File: src/rtl/mem_rd_arbiter_if.sv
// Read-port bundle between the two cache clients, the arbiter and mem_wrap.
// The slave view is the arbiter; the master view is the environment
// (caches plus memory) that drives requests and returns memory data.
interface mem_rd_arbiter_if #(
    parameter int ADDR_W = 13,
    parameter int DATA_W = 32
);
    logic              c0_rreq;
    logic [ADDR_W-1:0] c0_raddr;
    logic [DATA_W-1:0] c0_rdata;
    logic              c0_rvalid;
    logic              c0_busy;

    logic              c1_rreq;
    logic [ADDR_W-1:0] c1_raddr;
    logic [DATA_W-1:0] c1_rdata;
    logic              c1_rvalid;
    logic              c1_busy;

    logic              mem_rreq;
    logic [ADDR_W-1:0] mem_raddr;
    logic [DATA_W-1:0] mem_rdata;
    logic              mem_rvalid;

    modport slave (
        input  c0_rreq, c0_raddr, c1_rreq, c1_raddr, mem_rdata, mem_rvalid,
        output c0_rdata, c0_rvalid, c0_busy, c1_rdata, c1_rvalid, c1_busy,
               mem_rreq, mem_raddr
    );

    modport master (
        output c0_rreq, c0_raddr, c1_rreq, c1_raddr, mem_rdata, mem_rvalid,
        input  c0_rdata, c0_rvalid, c0_busy, c1_rdata, c1_rvalid, c1_busy,
               mem_rreq, mem_raddr
    );
endinterface

File: src/rtl/mem_rd_arbiter.sv
// Two-client round-robin read arbiter in front of the single mem_wrap read
// port. Each client pulse is latched, one memory read is in flight at a
// time, and the returned word is steered back to the client that asked.
module mem_rd_arbiter #(
    parameter int ADDR_W = 13,
    parameter int DATA_W = 32
) (
    input  logic           clk,
    input  logic           reset,
    mem_rd_arbiter_if.slave bus
);
    typedef enum logic [1:0] {IDLE, ISSUE, WAIT} state_t;

    state_t                   state_q, state_d;
    logic [1:0]               pend_q, pend_d;
    logic [1:0][ADDR_W-1:0]   addr_q, addr_d;
    logic                     grant_q, grant_d;
    logic                     last_grant_q, last_grant_d;
    logic                     mem_rreq_q, mem_rreq_d;
    logic [ADDR_W-1:0]        mem_raddr_q, mem_raddr_d;
    logic [1:0][DATA_W-1:0]   rdata_q, rdata_d;
    logic [1:0]               rvalid_q, rvalid_d;

    logic [1:0]               rreq;
    logic [1:0][ADDR_W-1:0]   raddr;
    logic [1:0]               busy;
    logic                     pick;

    assign rreq  = {bus.c1_rreq, bus.c0_rreq};
    assign raddr = {bus.c1_raddr, bus.c0_raddr};

    // A client is busy while its request waits or while it owns the memory port.
    assign busy[0] = pend_q[0] | ((state_q != IDLE) & ~grant_q);
    assign busy[1] = pend_q[1] | ((state_q != IDLE) &  grant_q);

    // Round-robin choice: on a tie the client not served last wins.
    assign pick = (&pend_q) ? ~last_grant_q : pend_q[1];

    // State and datapath registers, cleared asynchronously.
    always_ff @(posedge clk or negedge reset) begin
        if (!reset) begin
            state_q      <= IDLE;
            pend_q       <= '0;
            addr_q       <= '0;
            grant_q      <= 1'b0;
            last_grant_q <= 1'b1;
            mem_rreq_q   <= 1'b0;
            mem_raddr_q  <= '0;
            rdata_q      <= '0;
            rvalid_q     <= '0;
        end else begin
            state_q      <= state_d;
            pend_q       <= pend_d;
            addr_q       <= addr_d;
            grant_q      <= grant_d;
            last_grant_q <= last_grant_d;
            mem_rreq_q   <= mem_rreq_d;
            mem_raddr_q  <= mem_raddr_d;
            rdata_q      <= rdata_d;
            rvalid_q     <= rvalid_d;
        end
    end

    // Next state: issue when anything is pending, wait for the single return.
    always_comb begin
        state_d = state_q;
        unique case (state_q)
            IDLE:    if (|pend_q) state_d = ISSUE;
            ISSUE:   state_d = WAIT;
            WAIT:    if (bus.mem_rvalid) state_d = IDLE;
            default: state_d = IDLE;
        endcase
    end

    // Request capture, grant/issue and data return.
    always_comb begin
        pend_d       = pend_q;
        addr_d       = addr_q;
        grant_d      = grant_q;
        last_grant_d = last_grant_q;
        mem_rreq_d   = 1'b0;
        mem_raddr_d  = mem_raddr_q;
        rdata_d      = rdata_q;
        rvalid_d     = 2'b00;

        // A pulse from a busy client is dropped so its address is not clobbered.
        for (int n = 0; n < 2; n++) begin
            if (rreq[n] && !busy[n]) begin
                pend_d[n] = 1'b1;
                addr_d[n] = raddr[n];
            end
        end

        case (state_q)
            IDLE: begin
                if (|pend_q) begin
                    grant_d      = pick;
                    mem_rreq_d   = 1'b1;
                    mem_raddr_d  = addr_q[pick];
                    pend_d[pick] = 1'b0;
                end
            end
            WAIT: begin
                if (bus.mem_rvalid) begin
                    rdata_d[grant_q]  = bus.mem_rdata;
                    rvalid_d[grant_q] = 1'b1;
                    last_grant_d      = grant_q;
                end
            end
            default: ;
        endcase
    end

    assign bus.mem_rreq  = mem_rreq_q;
    assign bus.mem_raddr = mem_raddr_q;
    assign bus.c0_rdata  = rdata_q[0];
    assign bus.c1_rdata  = rdata_q[1];
    assign bus.c0_rvalid = rvalid_q[0];
    assign bus.c1_rvalid = rvalid_q[1];
    assign bus.c0_busy   = busy[0];
    assign bus.c1_busy   = busy[1];
endmodule

File: src/flat_wrapper.sv
// flat-port wrapper written by rule: the top's interface ports become plain ports
module mem_rd_arbiter_flat 
#(
    parameter int ADDR_W = 13,
    parameter int DATA_W = 32
)
  (clk, reset, bus_c0_rreq, bus_c0_raddr, bus_c1_rreq, bus_c1_raddr, bus_mem_rdata, bus_mem_rvalid, bus_c0_rdata, bus_c0_rvalid, bus_c0_busy, bus_c1_rdata, bus_c1_rvalid, bus_c1_busy, bus_mem_rreq, bus_mem_raddr);
  mem_rd_arbiter_if #(.ADDR_W(ADDR_W), .DATA_W(DATA_W)) bus_i ();
  input  logic clk;
  input  logic reset;
  input wire logic [$bits(bus_i.c0_rreq)-1:0] bus_c0_rreq;
  input wire logic [$bits(bus_i.c0_raddr)-1:0] bus_c0_raddr;
  input wire logic [$bits(bus_i.c1_rreq)-1:0] bus_c1_rreq;
  input wire logic [$bits(bus_i.c1_raddr)-1:0] bus_c1_raddr;
  input wire logic [$bits(bus_i.mem_rdata)-1:0] bus_mem_rdata;
  input wire logic [$bits(bus_i.mem_rvalid)-1:0] bus_mem_rvalid;
  output wire logic [$bits(bus_i.c0_rdata)-1:0] bus_c0_rdata;
  output wire logic [$bits(bus_i.c0_rvalid)-1:0] bus_c0_rvalid;
  output wire logic [$bits(bus_i.c0_busy)-1:0] bus_c0_busy;
  output wire logic [$bits(bus_i.c1_rdata)-1:0] bus_c1_rdata;
  output wire logic [$bits(bus_i.c1_rvalid)-1:0] bus_c1_rvalid;
  output wire logic [$bits(bus_i.c1_busy)-1:0] bus_c1_busy;
  output wire logic [$bits(bus_i.mem_rreq)-1:0] bus_mem_rreq;
  output wire logic [$bits(bus_i.mem_raddr)-1:0] bus_mem_raddr;
  assign bus_i.c0_rreq = bus_c0_rreq;
  assign bus_i.c0_raddr = bus_c0_raddr;
  assign bus_i.c1_rreq = bus_c1_rreq;
  assign bus_i.c1_raddr = bus_c1_raddr;
  assign bus_i.mem_rdata = bus_mem_rdata;
  assign bus_i.mem_rvalid = bus_mem_rvalid;
  assign bus_c0_rdata = bus_i.c0_rdata;
  assign bus_c0_rvalid = bus_i.c0_rvalid;
  assign bus_c0_busy = bus_i.c0_busy;
  assign bus_c1_rdata = bus_i.c1_rdata;
  assign bus_c1_rvalid = bus_i.c1_rvalid;
  assign bus_c1_busy = bus_i.c1_busy;
  assign bus_mem_rreq = bus_i.mem_rreq;
  assign bus_mem_raddr = bus_i.mem_raddr;
  mem_rd_arbiter #(.ADDR_W(ADDR_W), .DATA_W(DATA_W)) u_core (.clk(clk), .reset(reset), .bus(bus_i));
endmodule
File: config.mk
export PLATFORM = sky130hd
export DESIGN_NAME = mem_rd_arbiter_flat
export DESIGN_NICKNAME = d
export VERILOG_FILES = /design/src/rtl/mem_rd_arbiter_if.sv /design/src/rtl/mem_rd_arbiter.sv /design/src/flat_wrapper.sv
export SDC_FILE = /design/constraint.sdc
export NUM_CORES = 1
export LEC_CHECK = 0
export ABC_AREA = 1
export CAP_MARGIN = 10
export CORE_MARGIN = 3
export CORE_UTILIZATION = 31
export CTS_BUF_LIST = sky130_fd_sc_hd__clkbuf_16
export DETAILED_ROUTE_END_ITERATION = 10
export SLEW_MARGIN = 20
export SYNTH_ARGS = -nofsm -noshare
export SYNTH_HDL_FRONTEND = slang
export SYNTH_SLANG_ARGS = --single-unit
export TNS_END_PERCENT = 30
File: constraint.sdc
create_clock -name clk -period 2.5 [get_ports clk]
set_clock_uncertainty 0.1 [all_clocks]
set_input_delay 0.25 -clock clk [delete_from_list [all_inputs] [get_ports clk]]
set_output_delay 0.25 -clock clk [all_outputs]
set_load 0.01 [all_outputs]
After elaboration in Yosys (flattened, before gate mapping). Index checks and enable logic that the tools add are counted.

Mux-type cells: 21. Reduce and logical (&&, ||, !) cells: 13. Magnitude comparators: 4. Bitwise logic cells: 8. Equal/unequal tests: 4.

Operators by type and width (count): $bwmux W64 (1); $demux W32 S1 (1); $mux W32 (1); $mux W13 (2); $mux W2 (6); $reduce_and A2 Y1 (4); $mux W1 (7); $pmux W2 S3 (1); $logic_and A1 B1 Y1 (4); $lt A1 B2 Y1 const B (2); $and A1 B1 Y1 (2); $and A2 B2 Y2 (1); $demux W1 S1 (2); $eq A2 B1 Y1 const B (1); $eq A2 B2 Y1 const B (1); $ge A1 B1 Y1 const B (2); $logic_not A1 Y1 (2); $logic_not A2 Y1 (1); $ne A2 B1 Y1 const B (1); $ne A2 B2 Y1 const B (1); $not A1 Y1 (2); $not A2 Y2 (1); $or A1 B1 Y1 (2); $reduce_bool A2 Y1 (1); $reduce_or A2 Y1 (1).

Register bits: 112. Output and inout port bits: 82.

Longest topological paths before layout. Gate-level depths: netlist (run 1).

Depth in word-level cells: 10. Mapped depth: 7.

Worst setup path after synthesis (run 1). No wires, ideal clock.

Path type: flip-flop to output port. Start point: register u_core.state_q[1]. End point: output port bus_c1_busy. Data required time: 2.150 ns. Stages on the path, launching flop included: 4. Arrival: 1.074 ns. Setup slack: 1.076 ns. Path through: dfrtp_1 o21ai_2 clkbuf_1 nand2_1.

Cells in the longest elaborated chain, start to end: 3.

Ends and longest elaborated chain: start, declared (line mem_rd_arbiter.sv:14) `state_t state_q, state_d;`; start signal, assigned (line mem_rd_arbiter.sv:52) `state_q <= state_d;`; $reduce_bool A2 Y1 (line mem_rd_arbiter.sv:34) `assign busy[1] = pend_q[1] | ((state_q != IDLE) & grant_q);`; $and A1 B1 Y1 (line mem_rd_arbiter.sv:34); $or A1 B1 Y1 (line mem_rd_arbiter.sv:34); end, declared (line flat_wrapper.sv:22) `output wire logic [$bits(bus_i.c1_busy)-1:0] bus_c1_busy;`.

Every way passes these cells.

Worst setup path in the final report (run 1). Same ends and word-level chain as after synthesis.

==> flow_metrics.env, run 1 <==
export IMPL_first_pass_iters=4
export IMPL_numCtsBuffers=9
export IMPL_syn_nets=556
export IMPL_hold_viol_final=0
export IMPL_avgSynthCellArea_um2=9.20
export IMPL_place_gp_congestion=0.822
export IMPL_yosys_area_top_type="dfrtp_1"
export IMPL_ys_ff_latch=112
export IMPL_synth_area_mm2=0.00453
export IMPL_regToRegSetupSlack_ns=0.66
export IMPL_fin_crit_sh_pct=84.0
export IMPL_grt_max_degree=66
export IMPL_ys_top_cells_by_area="dfrtp_1 61%, nand2_1 13%, o21ai_1 6.8%"
export IMPL_crit_type="flip-flop to output pin"
export IMPL_antenna_left=0
export IMPL_max_freq_ghz=0.476
export IMPL_num_nets_final=694
export IMPL_crit_required_ns=2.15
export IMPL_overflow=0
export IMPL_power_frac_seq_pct=38.2
export IMPL_synth_edf_count=0
export IMPL_vias=3720
export IMPL_grt_pass1_wl_um=18700
export IMPL_synth_most_common_cell="nand2_1"
export IMPL_period_needed_ns=2.10
export IMPL_track_usage_pct=14.4
export IMPL_worst_path_max_fanout=10
export IMPL_yosys_most_used_dff="dfrtp_1"
export IMPL_critPathLaunchType="flip-flop"
export IMPL_maxCapViolCount=0
export IMPL_wl_um=11200
export IMPL_p_int_mw=5.26
export IMPL_vias_per_cell=4.56
export IMPL_maxSlewHeadroom_pct=59.9
export IMPL_cts_sinks=112
export IMPL_antenna_found_initial=0
export IMPL_swShare_pct=35.5
export IMPL_status="finished, final reports clean"
export IMPL_io_pins=145
export IMPL_die_h_um=127
export IMPL_synth_top_area_share_pct=61.3
export IMPL_drc=0
export IMPL_htreeDepth=3
export IMPL_clk_pin_slew_ns=0.07
export IMPL_cts_tree="built"
export IMPL_hp_class="input port to async pin"
export IMPL_p_switching_mw=2.89
export IMPL_tns_ns=0
export IMPL_dp_slack_ns=0.662
export IMPL_die_w_um=127
export IMPL_clockRootBuffer="clkbuf_16"
export IMPL_p_clk_share_pct=18.4
export IMPL_combPwrFrac_pct=43.4
export IMPL_area_delta_synth_final_pct=42.9
export IMPL_seq_area_frac_synth_pct=61.8
export IMPL_clkLatencyLatePin_ns=0.35
export IMPL_timing_rr_start="u_core.last_grant_q"
export IMPL_async_reset_ff_share_pct=100
export IMPL_die_area_mm2=0.0161
export IMPL_peakVddDrop_mv=0.535
export IMPL_grt_pass1_vias=3655
export IMPL_setup_viol=0
export IMPL_synth_commonest_cells="162 x nand2_1, 111 x dfrtp_1, 62 x o21ai_1"
export IMPL_rows=43
export IMPL_clockBufferDepth=2
export IMPL_yosys_warnings=0
export IMPL_nFillCells=1356
export IMPL_initial_core_util_pct=32.2
export IMPL_drtIter0Drc=236
export IMPL_r2r_end="u_core.grant_q"
export IMPL_synthesis_instances=493
export IMPL_place_hpwl_um=8270
export IMPL_post_cts_buffers=0
export IMPL_p_per_area_mw_per_mm2=1260
export IMPL_routedWlPerCell_um=13.8
export IMPL_core_mm2=0.0141
export IMPL_rsz0062_at_grt="no"
export IMPL_drive_gt1_share_pct=5.19
export IMPL_cp_data_arrival_time_ns=1.75
export IMPL_leakage_nw=3.14
export IMPL_synth_cell_type_count=19
export IMPL_tightestPinTransition_ns=0.602
export IMPL_reg2reg_depth=5
export IMPL_critPathCaptureType="output pin"
export IMPL_io_buffers=144
export IMPL_setup_ws_ns=0.400
export IMPL_maxSlewViolCount=0
export IMPL_antenna_cells=0
-- worst max path at each step --
stage / startpoint / to / slack [ns] / cells past startpoint
after global routing: u_core.state_q[1] / bus_c1_busy / 0.28 / 3
final: u_core.state_q[1] / bus_c1_busy / 0.40 / 3
after global placement: u_core.last_grant_q / u_core.grant_q / 0.72 / 5
after CTS: u_core.state_q[1] / bus_c1_busy / 0.38 / 3
after detailed placement: u_core.last_grant_q / u_core.grant_q / 0.66 / 5
after floorplan: u_core.state_q[1] / bus_c1_busy / 1.08 / 3
-- state kept, by name (all words and copies together) (netlist names) --
| name | cells |
|---|---|
| u_core.grant_q | 1 |
| u_core.addr_q | 26 |
| u_core.rvalid_q | 2 |
| u_core.last_grant_q | 1 |
| u_core.pend_q | 2 |
| u_core.bus.c1_rdata | 32 |
| u_core.bus.mem_rreq | 1 |
| u_core.state_q | 2 |
| u_core.bus.c0_rdata | 32 |
| u_core.bus.mem_raddr | 13 |
-- metal layers --
layer	part of all wire (%)	track usage (%)
met4	2.3	6.25
met1	46	19.6
met2	45	22.1
met3	6.1	3.28
met5	0	0
-- placed cells by master, fill, tap and decap left out, drive strengths merged --
master / netlist / routed
inv: 53 / 54
nand3: 17 / 17
nand4: 26 / 26
buf: 19 / 11
clkdlybuf4s50: 0 / 143
a21oi: 3 / 3
clkinv: 0 / 3
nand3b: 13 / 13
bufinv: 0 / 2
dfrtp: 111 / 111
clkbuf: 9 / 9
dlygate4sd3: 0 / 1
nand2: 162 / 162
nor2: 12 / 12
dfstp: 1 / 1
o21ai: 67 / 67
clkinvlp: 0 / 1
-- critical path, cell delays in order, from the launching register on --
cell and delay (ns):
dfrtp_1 0.44, o21ai_2 0.38, nand2_1 0.09, clkdlybuf4s50_1 0.50
-- kinds of logic after synthesis --
kind of cell | after synthesis | share of synthesized area, %
buffers and inverters | 81 | 8.06
AO/OA/AOI/OAI | 70 | 7.97
AND/OR/NAND/NOR | 230 | 22.1
flip-flops | 112 | 61.8
-- cell type report --
class | instances | area (um2) | share of cell area, %
Inverter | 53 | 199 | 3.07
Tap cell | 180 | 225 | 3.48
Clock inverter | 7 | 87.6 | 1.35
Timing Repair Buffer | 155 | 1560 | 24.1
Multi-Input combinational cell | 300 | 1380 | 21.2
Clock buffer | 9 | 225 | 3.48
Sequential cell | 112 | 2800 | 43.3
-- per-stage QoR --
stage               total power, mW  std cells  util [%]  cell area (um2)  hold slack, ns
floorplan                      4.93        493         -             4530          -0.146
global placement               6.66        799      43.7             6150           0.118
detailed placement             6.74        799      43.7             6150           0.128
CTS                            8.27        816      46.0             6480           0.307
global route                   8.81        816      46.0             6480           0.345
finish                         8.15        816      46.0             6480           0.319
-- power groups by stage --
stage / registers (mW) / clock network [mW] / logic (mW)
2_1_floorplan: 3.34 / 0 / 1.60
3_3_place_gp: 3.11 / 0 / 3.54
3_5_place_dp: 3.15 / 0 / 3.59
4_1_cts: 3.12 / 1.55 / 3.60
6_report: 3.11 / 1.50 / 3.54
5_1_grt: 3.22 / 1.63 / 3.97
-- repair_timing --
item | in CTS | in global routing
hold buffers | 1 | 0
hold endpoints to repair | 30 | 0
gates resized for setup | 0 | 0
No activity file was read; power rests on OpenSTA's default activity.
==> inputs of run 2 (changes only) <==
clock period = 1.9 ns   (was 2.5 ns; I/O delays follow)
==> run 2 against run 1 <==
  * Total power increased by 33%
  * Worst hold slack got worse by 0.16 ns
  * Flip-flop and latch count is the same
  * Via count is 0.91% higher
  * Critical endpoint is now u_core.bus.mem_raddr[10]
  * Largest cell class unchanged
==> flow_metrics.env, run 2 (synthesis gave the netlist of run 1 again) <==
export IMPL_status="finished, final reports clean"
export IMPL_swShare_pct=36.8
export IMPL_nFillCells=1351
export IMPL_maxSlewViolCount=0
export IMPL_clockBufferDepth=2
export IMPL_clk_pin_slew_ns=0.08
export IMPL_wl_met2_um=5090
export IMPL_worst_path_max_fanout=14
export IMPL_place_gp_congestion=0.806
export IMPL_max_freq_ghz=0.618
export IMPL_overflow=0
export IMPL_crit_chain="nor2_1 -> inv_1 -> nor2_2 -> nand3_1 -> nand2_1"
export IMPL_power_frac_seq_pct=38.2
export IMPL_crit_required_ns=2.09
export IMPL_core_mm2=0.0141
export IMPL_critPathLaunchType="flip-flop"
export IMPL_fin_cells=826
export IMPL_cpPeakStageDelay_ns=0.46
export IMPL_combPwrFrac_pct=44.6
export IMPL_critPathCaptureType="flip-flop"
export IMPL_layout_commonest_cell="nand2_1"
export IMPL_p_switching_mw=3.98
export IMPL_io_pins=145
export IMPL_die_h_um=127
export IMPL_drtIter0Drc=263
export IMPL_htreeDepth=3
export IMPL_clkLatencyLatePin_ns=0.34
export IMPL_first_pass_iters=4
export IMPL_tns_ns=0
export IMPL_setup_viol=0
export IMPL_leakage_nw=3.19
export IMPL_place_hpwl_um=8330
export IMPL_fin_crit_sh_pct=85.1
export IMPL_rsz0062_at_grt="no"
export IMPL_initial_core_util_pct=32.2
export IMPL_area_delta_synth_final_pct=44.8
export IMPL_period_needed_ns=1.62
export IMPL_vias=3754
export IMPL_antenna_found_initial=0
export IMPL_rows=43
export IMPL_wl_met3_um=695
export IMPL_numCtsBuffers=9
export IMPL_wl_met1_um=5250
export IMPL_topRoutingLayerUsed="met4"
export IMPL_crit_slowest_cell="dfrtp_2"
export IMPL_die_w_um=127
export IMPL_cts_tree="built"
export IMPL_wl_um=11200
export IMPL_clockRootBuffer="clkbuf_16"
export IMPL_antenna_left=0
export IMPL_io_buffers=144
export IMPL_drc=0
export IMPL_antenna_cells=0
export IMPL_grt_pass1_wl_um=18600
export IMPL_grt_max_degree=67
export IMPL_critPathBufInv=1
export IMPL_peakVddDrop_mv=0.709
export IMPL_crit_type="flip-flop to flip-flop"
export IMPL_p_per_area_mw_per_mm2=1650
export IMPL_maxCapViolCount=0
export IMPL_die_area_mm2=0.0161
export IMPL_track_usage_pct=14.2
export IMPL_drive_gt1_share_pct=7.89
export IMPL_dp_cells=806
export IMPL_maxSlewHeadroom_pct=64.6
export IMPL_num_nets_final=704
export IMPL_final_cell_mix="162 x nand2_1, 141 x clkdlybuf4s50_1, 108 x dfrtp_1"
export IMPL_tightestPinTransition_ns=0.531
export IMPL_hold_viol_final=0
export IMPL_p_clk_share_pct=17.2
export IMPL_cts_sinks=112
export IMPL_hp_class="input port to async pin"
export IMPL_grt_pass1_vias=3701
export IMPL_routedWlPerCell_um=13.6
export IMPL_critPathTopFamily="simple AND/OR/NAND/NOR gates"
export IMPL_p_int_mw=6.84
export IMPL_cp_data_arrival_time_ns=1.80
export IMPL_vias_per_cell=4.54
## run 2: cell types whose count changed in the layout (fill, tap and decap cells not counted), moves of 3 or more
cell / previous run / this run
inv_1: 53 / 50
dfrtp_2: 0 / 3
dfrtp_1: 111 / 108
buf_4: 8 / 18
## run 2: final timing paths
path                              startpoint                        to  slack [ns]  cells after the start
setup / recovery           u_core.state_q[1]  u_core.bus.mem_raddr[10]        0.28                      5
hold / removal                         reset    u_core.bus.c1_rdata[7]        0.16                      2
setup reg to reg           u_core.state_q[1]  u_core.bus.mem_raddr[10]        0.28                      5
hold reg to reg            u_core.addr_q[18]         u_core.addr_q[18]        0.37                      2
max in group asynchronous              reset       u_core.last_grant_q        0.93                      3
min in group clk             bus_c0_raddr[0]          u_core.addr_q[0]        0.30                      3
## run 2: worst reg2reg max path, cell delays in order, from the launching register on
cell,delay (ns)
dfrtp_2,0.46
nor2_1,0.22
inv_1,0.11
nor2_2,0.43
nand3_1,0.14
nand2_1,0.09
## run 2: layout make-up
class / count / area (um2) / share of cell area (%)
Sequential cell: 112 / 2810 / 42.8
Inverter: 53 / 199 / 3.03
Clock inverter: 7 / 77.6 / 1.18
Timing Repair Buffer: 165 / 1640 / 25.0
Clock buffer: 9 / 225 / 3.43
Tap cell: 180 / 225 / 3.43
Multi-Input combinational cell: 300 / 1390 / 21.2
## run 2: stage by stage
| step | worst slack [ns] | utilization [%] | power, mW | hold slack (ns) | instance area (um2) |
|---|---|---|---|---|---|
| after global routing | 0.0541 | 46.6 | 11.7 | 0.162 | 6570 |
| after detailed placement | 0.312 | 44.0 | 8.98 | -0.0213 | 6210 |
| final | 0.282 | 46.6 | 10.8 | 0.163 | 6570 |
| after global placement | 0.352 | 44.0 | 8.86 | -0.0222 | 6210 |
| after CTS | 0.00554 | 46.4 | 10.9 | 0.143 | 6550 |
| after floorplan | 0.536 | - | 6.49 | -0.206 | 4530 |
## run 2: power by group through the flow
stage	combinational (mW)	clock [mW]	sequential [mW]
CTS	4.88	1.94	4.13
detailed placement	4.82	0	4.16
floorplan	2.10	0	4.39
global route	5.39	2.04	4.27
finish	4.83	1.86	4.13
global placement	4.74	0	4.13
## run 2: layer usage
metal	vias to the layer above	GRT usage [%]
li1	1878	-
met1	1737	19.2
met2	124	22.7
met3	15	3.28
met4	0	4.42
met5	-	0
## run 2: repair_timing
item / 4_1_cts / 5_1_grt
setup endpoints to repair: 2 / 2
pin swaps: 0 / 1
hold buffers: 1 / 0
buffers inserted: 2 / 1
hold endpoints to repair: 111 / 0
resized for setup: 3 / 6
